**config.mk**
```make
export PLATFORM = sky130hd
export DESIGN_NAME = mult_seq_param_flat
export DESIGN_NICKNAME = d
export VERILOG_FILES = /design/src/rtl/mult_seq_param_pkg.sv /design/src/rtl/mult_seq_param_if.sv /design/src/rtl/mult_seq_param_sign_fix.sv /design/src/rtl/mult_seq_param.sv /design/src/flat_wrapper.sv
export SDC_FILE = /design/constraint.sdc
export NUM_CORES = 1
export LEC_CHECK = 0
export CELL_PAD_IN_SITES_DETAIL_PLACEMENT = 0
export CELL_PAD_IN_SITES_GLOBAL_PLACEMENT = 1
export CORE_MARGIN = 4
export CORE_UTILIZATION = 43
export DETAILED_ROUTE_END_ITERATION = 10
export GPL_TIMING_DRIVEN = 0
export PLACE_DENSITY_LB_ADDON = 0.1
export SLEW_MARGIN = 20
export SYNTH_ARGS = -nofsm -noshare
export SYNTH_HDL_FRONTEND = slang
export SYNTH_SLANG_ARGS = --single-unit
```
**constraint.sdc**
```tcl
create_clock -name clk -period 4.9 [get_ports clk]
set_clock_uncertainty 0.15 [all_clocks]
set_input_delay 0.98 -clock clk [delete_from_list [all_inputs] [get_ports clk]]
set_output_delay 0.98 -clock clk [all_outputs]
set_load 0.02 [all_outputs]
```
**src/rtl/mult_seq_param_pkg.sv**
```systemverilog
// Shared definitions for the sequential shift-add multiplier.
package mult_pkg;

  localparam int WIDTH_DEF = 4;

  typedef enum logic [1:0] {
    IDLE = 2'd0,
    CALC = 2'd1,
    FIX  = 2'd2
  } state_t;

endpackage

```
**src/rtl/mult_seq_param_if.sv**
```systemverilog
// Request/result bundle between a multiplier client and mult_seq_param.
interface mult_seq_param_if
  import mult_pkg::*;
#(
  parameter int WIDTH = WIDTH_DEF
);
  logic               start;
  logic               sgn;
  logic [WIDTH-1:0]   x;
  logic [WIDTH-1:0]   y;
  logic               busy;
  logic               done;
  logic [2*WIDTH-1:0] prod;
  logic [WIDTH-1:0]   res;
  logic               ovf;

  modport master (
    output start, sgn, x, y,
    input  busy, done, prod, res, ovf
  );

  modport slave (
    input  start, sgn, x, y,
    output busy, done, prod, res, ovf
  );
endinterface

```
**src/rtl/mult_seq_param_sign_fix.sv**
```systemverilog
// Combinational sign handling: operand magnitudes at capture, product
// negation and overflow detection at the end of the run.
module mult_sign_fix
  import mult_pkg::*;
#(
  parameter int WIDTH = WIDTH_DEF
) (
  input  logic               i_sgn,
  input  logic [WIDTH-1:0]   i_x,
  input  logic [WIDTH-1:0]   i_y,
  input  logic               i_sgn_q,
  input  logic               i_neg_q,
  input  logic [2*WIDTH-1:0] i_mag,
  output logic [WIDTH-1:0]   o_x_mag,
  output logic [WIDTH-1:0]   o_y_mag,
  output logic               o_neg,
  output logic [2*WIDTH-1:0] o_prod,
  output logic               o_ovf
);

  logic [WIDTH:0] w_top;

  // Magnitude of -2^(WIDTH-1) wraps to 2^(WIDTH-1), which fits as unsigned.
  assign o_x_mag = (i_sgn && i_x[WIDTH-1]) ? (~i_x + WIDTH'(1)) : i_x;
  assign o_y_mag = (i_sgn && i_y[WIDTH-1]) ? (~i_y + WIDTH'(1)) : i_y;
  assign o_neg   = i_sgn & (i_x[WIDTH-1] ^ i_y[WIDTH-1]);

  assign o_prod  = i_neg_q ? (~i_mag + (2*WIDTH)'(1)) : i_mag;
  assign w_top   = o_prod[2*WIDTH-1:WIDTH-1];

  // Signed fits iff the upper half plus the result sign bit are all equal.
  assign o_ovf   = i_sgn_q ? !((&w_top) || !(|w_top))
                           : (|o_prod[2*WIDTH-1:WIDTH]);

endmodule

```
**src/rtl/mult_seq_param.sv**
```systemverilog
// Sequential shift-add multiplier: one add step per cycle over WIDTH cycles,
// then a sign-fix cycle that publishes prod/res/ovf with a done pulse.
module mult_seq_param
  import mult_pkg::*;
#(
  parameter int WIDTH = WIDTH_DEF
) (
  input logic             clk,
  input logic             rst_n,
  mult_seq_param_if.slave bus
);

  localparam int CW = $clog2(WIDTH + 1);

  state_t             r_state;
  state_t             w_next;
  logic [CW-1:0]      r_cnt;
  logic [WIDTH-1:0]   r_mcand;
  logic [2*WIDTH-1:0] r_acc;
  logic               r_sgn;
  logic               r_neg;
  logic               r_done;
  logic               r_ovf;
  logic [2*WIDTH-1:0] r_prod;

  logic               w_accept;
  logic               w_step;
  logic               w_fix;
  logic               w_last;
  logic [WIDTH:0]     w_addend;
  logic [WIDTH:0]     w_sum;
  logic [WIDTH-1:0]   w_x_mag;
  logic [WIDTH-1:0]   w_y_mag;
  logic               w_neg;
  logic               w_ovf;
  logic [2*WIDTH-1:0] w_prod;

  mult_sign_fix #(.WIDTH(WIDTH)) u_sign_fix (
    .i_sgn   (bus.sgn),
    .i_x     (bus.x),
    .i_y     (bus.y),
    .i_sgn_q (r_sgn),
    .i_neg_q (r_neg),
    .i_mag   (r_acc),
    .o_x_mag (w_x_mag),
    .o_y_mag (w_y_mag),
    .o_neg   (w_neg),
    .o_prod  (w_prod),
    .o_ovf   (w_ovf)
  );

  assign w_last = (r_cnt == CW'(1));

  always_ff @(posedge clk) begin
    if (!rst_n) r_state <= IDLE;
    else        r_state <= w_next;
  end

  // A start coinciding with the done pulse is refused so results are never overlapped.
  always_comb begin
    w_next   = IDLE;
    w_accept = 1'b0;
    w_step   = 1'b0;
    w_fix    = 1'b0;
    case (r_state)
      IDLE: begin
        if (bus.start && !r_done) begin
          w_accept = 1'b1;
          w_next   = CALC;
        end
      end
      CALC: begin
        w_step = 1'b1;
        w_next = w_last ? FIX : CALC;
      end
      FIX: begin
        w_fix  = 1'b1;
        w_next = IDLE;
      end
      default: w_next = IDLE;
    endcase
  end

  // Upper half accumulates; lower half starts as the multiplier and shifts out.
  assign w_addend = r_acc[0] ? {1'b0, r_mcand} : '0;
  assign w_sum    = {1'b0, r_acc[2*WIDTH-1:WIDTH]} + w_addend;

  always_ff @(posedge clk) begin
    if (!rst_n) begin
      r_cnt   <= '0;
      r_mcand <= '0;
      r_acc   <= '0;
      r_sgn   <= 1'b0;
      r_neg   <= 1'b0;
      r_done  <= 1'b0;
      r_ovf   <= 1'b0;
      r_prod  <= '0;
    end else begin
      r_done <= 1'b0;
      if (w_accept) begin
        r_mcand <= w_x_mag;
        r_acc   <= {{WIDTH{1'b0}}, w_y_mag};
        r_sgn   <= bus.sgn;
        r_neg   <= w_neg;
        r_cnt   <= CW'(WIDTH);
      end else if (w_step) begin
        r_acc <= {w_sum, r_acc[WIDTH-1:1]};
        r_cnt <= r_cnt - CW'(1);
      end else if (w_fix) begin
        r_prod <= w_prod;
        r_ovf  <= w_ovf;
        r_done <= 1'b1;
      end
    end
  end

  assign bus.busy = (r_state == CALC) || (r_state == FIX);
  assign bus.done = r_done;
  assign bus.prod = r_prod;
  assign bus.res  = r_prod[WIDTH-1:0];
  assign bus.ovf  = r_ovf;

endmodule

```
**src/flat_wrapper.sv**
```systemverilog
// flat-port wrapper written by rule: the top's interface ports become plain ports
module mult_seq_param_flat import mult_pkg::*;
#(
  parameter int WIDTH = WIDTH_DEF
)
  (clk, rst_n, bus_start, bus_sgn, bus_x, bus_y, bus_busy, bus_done, bus_prod, bus_res, bus_ovf);
  mult_seq_param_if #(.WIDTH(WIDTH)) bus_i ();
  input logic clk;
  input logic rst_n;
  input wire logic [$bits(bus_i.start)-1:0] bus_start;
  input wire logic [$bits(bus_i.sgn)-1:0] bus_sgn;
  input wire logic [$bits(bus_i.x)-1:0] bus_x;
  input wire logic [$bits(bus_i.y)-1:0] bus_y;
  output wire logic [$bits(bus_i.busy)-1:0] bus_busy;
  output wire logic [$bits(bus_i.done)-1:0] bus_done;
  output wire logic [$bits(bus_i.prod)-1:0] bus_prod;
  output wire logic [$bits(bus_i.res)-1:0] bus_res;
  output wire logic [$bits(bus_i.ovf)-1:0] bus_ovf;
  assign bus_i.start = bus_start;
  assign bus_i.sgn = bus_sgn;
  assign bus_i.x = bus_x;
  assign bus_i.y = bus_y;
  assign bus_busy = bus_i.busy;
  assign bus_done = bus_i.done;
  assign bus_prod = bus_i.prod;
  assign bus_res = bus_i.res;
  assign bus_ovf = bus_i.ovf;
  mult_seq_param #(.WIDTH(WIDTH)) u_core (.clk(clk), .rst_n(rst_n), .bus(bus_i));
endmodule
```
==> key figures <==
Drt
  • Average wire per standard cell: 13.7 um
  • Total Routed Length: 3.71 mm
  • Antenna-violating nets left: 0
  • DRC violations left: 0
  • Total vias in the final route: 1429
  • Detailed Routing Iterations Pass 1: 4
  • Via/cell ratio: 5.29
  • DR iter-0 viols: 56

Global routing
  • Global-route wire length before repair: 6.40 mm
  • Initial antenna violation count: 0
  • Overall Global Routing Usage: 0.163
  • Vias in the first global route: 1412
  • Largest net degree at the start of global routing: 11
  • Overflow after GRT: 0

Timing
  • Post-layout min period: 2.67 ns
  • Slew @ Worst Pin: 0.495 ns
  • Achievable Freq: 374 MHz
  • Relative slew margins: 0.670
  • RSZ-0062 raised after global routing: false
  • Final hold vios: 0
  • Final Max Slew Viols: 0
  • Period Utilization, post-route: 0.545
  • # setup viols final: 0
  • Setup TNS: 0 ns

CTS
  • Worst skew pair latency: 0.27 ns
  • Cts hold-fix bufs: 0
  • Bufs on Longest Clock Path: 2
  • Clk root buf: clkbuf_8
  • Clock slew at reported path FFs: 0.06 ns
  • Post-CTS setup buffer count: 0
  • Post-cts gate resize count: 0
  • CTS tree: done
  • TritonCTS buffer count: 5
  • CTS H-tree lvls: 2
  • Num Clock Sinks: 29

Place
  • Dpl cells: 262
  • PortBufs: 25
  • GPL Wtd Cong: 0.783
  • HPWL after detailed placement: 2.94 mm

Worst setup path
  • Worst Reg-to-Reg Cells: 6
  • Critical Path Sink Type: output port
  • Nature of the critical path startpoint: register
  • Crit path max fanout: 2
  • Critical path's slowest cell: clkdlybuf4s50_1
  • Req. time, crit path: 3.77 ns
  • Crit path kind: register to output port
  • Arr. time, crit path: 1.54 ns
  • CP max stage delay: 0.60 ns
  • Reg2Reg Setup Slack: 2.81 ns
  • RR Startpoint: u_core.r_acc[0]
  • R2r endpoint: u_core.bus.ovf
  • Crit-path cells: inv_1, ha_1, clkdlybuf4s50_1

Synth
  • Gate Count Post-Synth: 189
  • Top post-synthesis cells by area: dfxtp_1, ha_1, nand2_1
  • Yosys warning count: 0
  • Xor/xnor share of the synthesized area: 0.0474
  • Mapped Area: 0.00166 sq mm
  • Simple-gate portion of the synthesized area: 0.188
  • Synth Area in Compound Gates: 0.203
  • Largest family of logic cells by synthesized area: compound AO/OA/AOI/OAI gates
  • Top FF cell, synth: dfxtp_1
  • Commonest cells post-synth: dfxtp_1, nand2_1, inv_1, ha_1
  • Mapped Avg Cell Area: 8.80 sq um
  • Async S/R FF share, synth: 0
  • Post-synth cell types: 40
  • Count leader, synth: dfxtp_1
  • Post-Syn Nets: 214
  • Sequential fraction of the synthesis area: 0.349
  • Flops & latches, synth: 29
  • Post-synth top area share: 0.349
  • Post-synth EDFFs: 0
  • Adder-cell share of the synthesized area: 0.102
  • Yosys top cell by area: dfxtp_1
  • Post-synthesis mux area share: 0.0361

Min path
  • Hold Path End: u_core.r_state[1]
  • Worst hold stages: 1
  • HP Class: register to register
  • Hold path start: u_core.r_cnt[2]

Die
  • Die ar.: 0.00493 sq mm
  • Initial Util: 0.451
  • I/O Pins: 27
  • Die span in y: 70.2 um
  • Site row count: 22
  • Die width: 70.2 um
  • Core box area: 0.00369 sq mm

Finish
  • Fillers: 350
  • Diodes inserted: 0
  • Share of cells above drive strength 1: 0.0721
  • Layout area overhead: 24.7%
  • Fin nets: 246
  • Final Non-Filler Cells: 270

Power
  • Leakage: 0.873 nW
  • Pwr per Cell Area: 274 mW/mm^2
  • Worst vdd ir: 0.000172 V

Job
  • MaxCap Viol Count: 0

Run status
  • Outcome: complete, no violations
[cell type report]
type / count / area [sq um] / share of cell area
multi-input combinational: 131 / 960 / 0.462
sequential: 29 / 581 / 0.280
timing repair buffer: 25 / 250 / 0.121
clock buffer: 7 / 96.3 / 0.0464
buffer: 13 / 63.8 / 0.0307
inverter: 16 / 60.1 / 0.0289
tap: 48 / 60.1 / 0.0289
clock inverter: 1 / 5.00 / 0.00241
[cell families after synthesis]
family	after synthesis
DFF	29
buffers and inverters	29
and+or+nand+nor	62
muxes	6
AOI/OAI and AO/OA	41
adders and majority gates	13
xor gates and xnor gates	9
[placed cells by master (no fill, tap or decap), types with 7 or more instances in the layout]
| master | n |
|---|---|
| clkbuf_1 | 9 |
| clkbuf_8 | 7 |
| clkdlybuf4s50_1 | 25 |
| dfxtp_1 | 29 |
| ha_1 | 12 |
| inv_1 | 16 |
| nand2_1 | 23 |
| nand3_1 | 9 |
| nor2_1 | 9 |
| o211a_1 | 8 |
[worst max-delay path: cells and delay by family (launching register included)]
kind                     cells  cell delay, ns
adder cells (fa/ha/maj)      1            0.27
buffers and inverters        2            0.66
flip-flops                   1            0.34
[where the power goes]
part | total [mW] | switching (mW) | internal, mW | leakage (nW)
logic | 0.0932 | 0.0505 | 0.0427 | 0.582
registers | 0.261 | 0.0134 | 0.248 | 0.236
clock network | 0.214 | 0.0875 | 0.127 | 0.0542
[metal layers]
metal / global-route usage / wire length, um / vias up / share of wire
met5: 0 / 0 / - / 0
met4: 0.0447 / 49 / 0 / 0.013
met3: 0.0446 / 125 / 5 / 0.034
met2: 0.291 / 1880 / 21 / 0.51
met1: 0.189 / 1660 / 680 / 0.45
li1: - / - / 723 / -
[sequential cells by signal, summed over array words and instances, names as in the netlist]
| name | cells |
|---|---|
| u_core.bus.prod | 8 |
| u_core.r_acc | 8 |
| u_core.r_mcand | 4 |
| u_core.r_cnt | 3 |
| u_core.r_state | 2 |
| u_core.bus.done | 1 |
| u_core.bus.ovf | 1 |
| u_core.r_neg | 1 |
| u_core.r_sgn | 1 |
[worst max path at each step]
stage | startpoint | cells past startpoint | to | slack (ns)
5_1_grt | u_core.r_state[1] | 3 | bus_busy | 2.13
6_report | u_core.r_state[1] | 3 | bus_busy | 2.23
4_1_cts | u_core.r_state[1] | 3 | bus_busy | 2.21
3_5_place_dp | bus_start | 5 | u_core.r_acc[1] | 2.33
3_3_place_gp | bus_start | 5 | u_core.r_acc[1] | 2.36
2_1_floorplan | bus_sgn | 4 | u_core.r_acc[2] | 2.86
[per-stage QoR]
step	util	hold WS [ns]	area (sq um)	power, mW	setup slack, ns
3_3_place_gp	0.535	0.301	1970	0.356	2.36
2_1_floorplan	-	0.285	1660	0.327	2.86
6_report	0.563	0.313	2080	0.568	2.23
5_1_grt	0.563	0.322	2080	0.598	2.13
3_5_place_dp	0.535	0.306	1970	0.360	2.33
4_1_cts	0.563	0.318	2080	0.576	2.21
No activity file was read; power rests on OpenSTA's default activity.
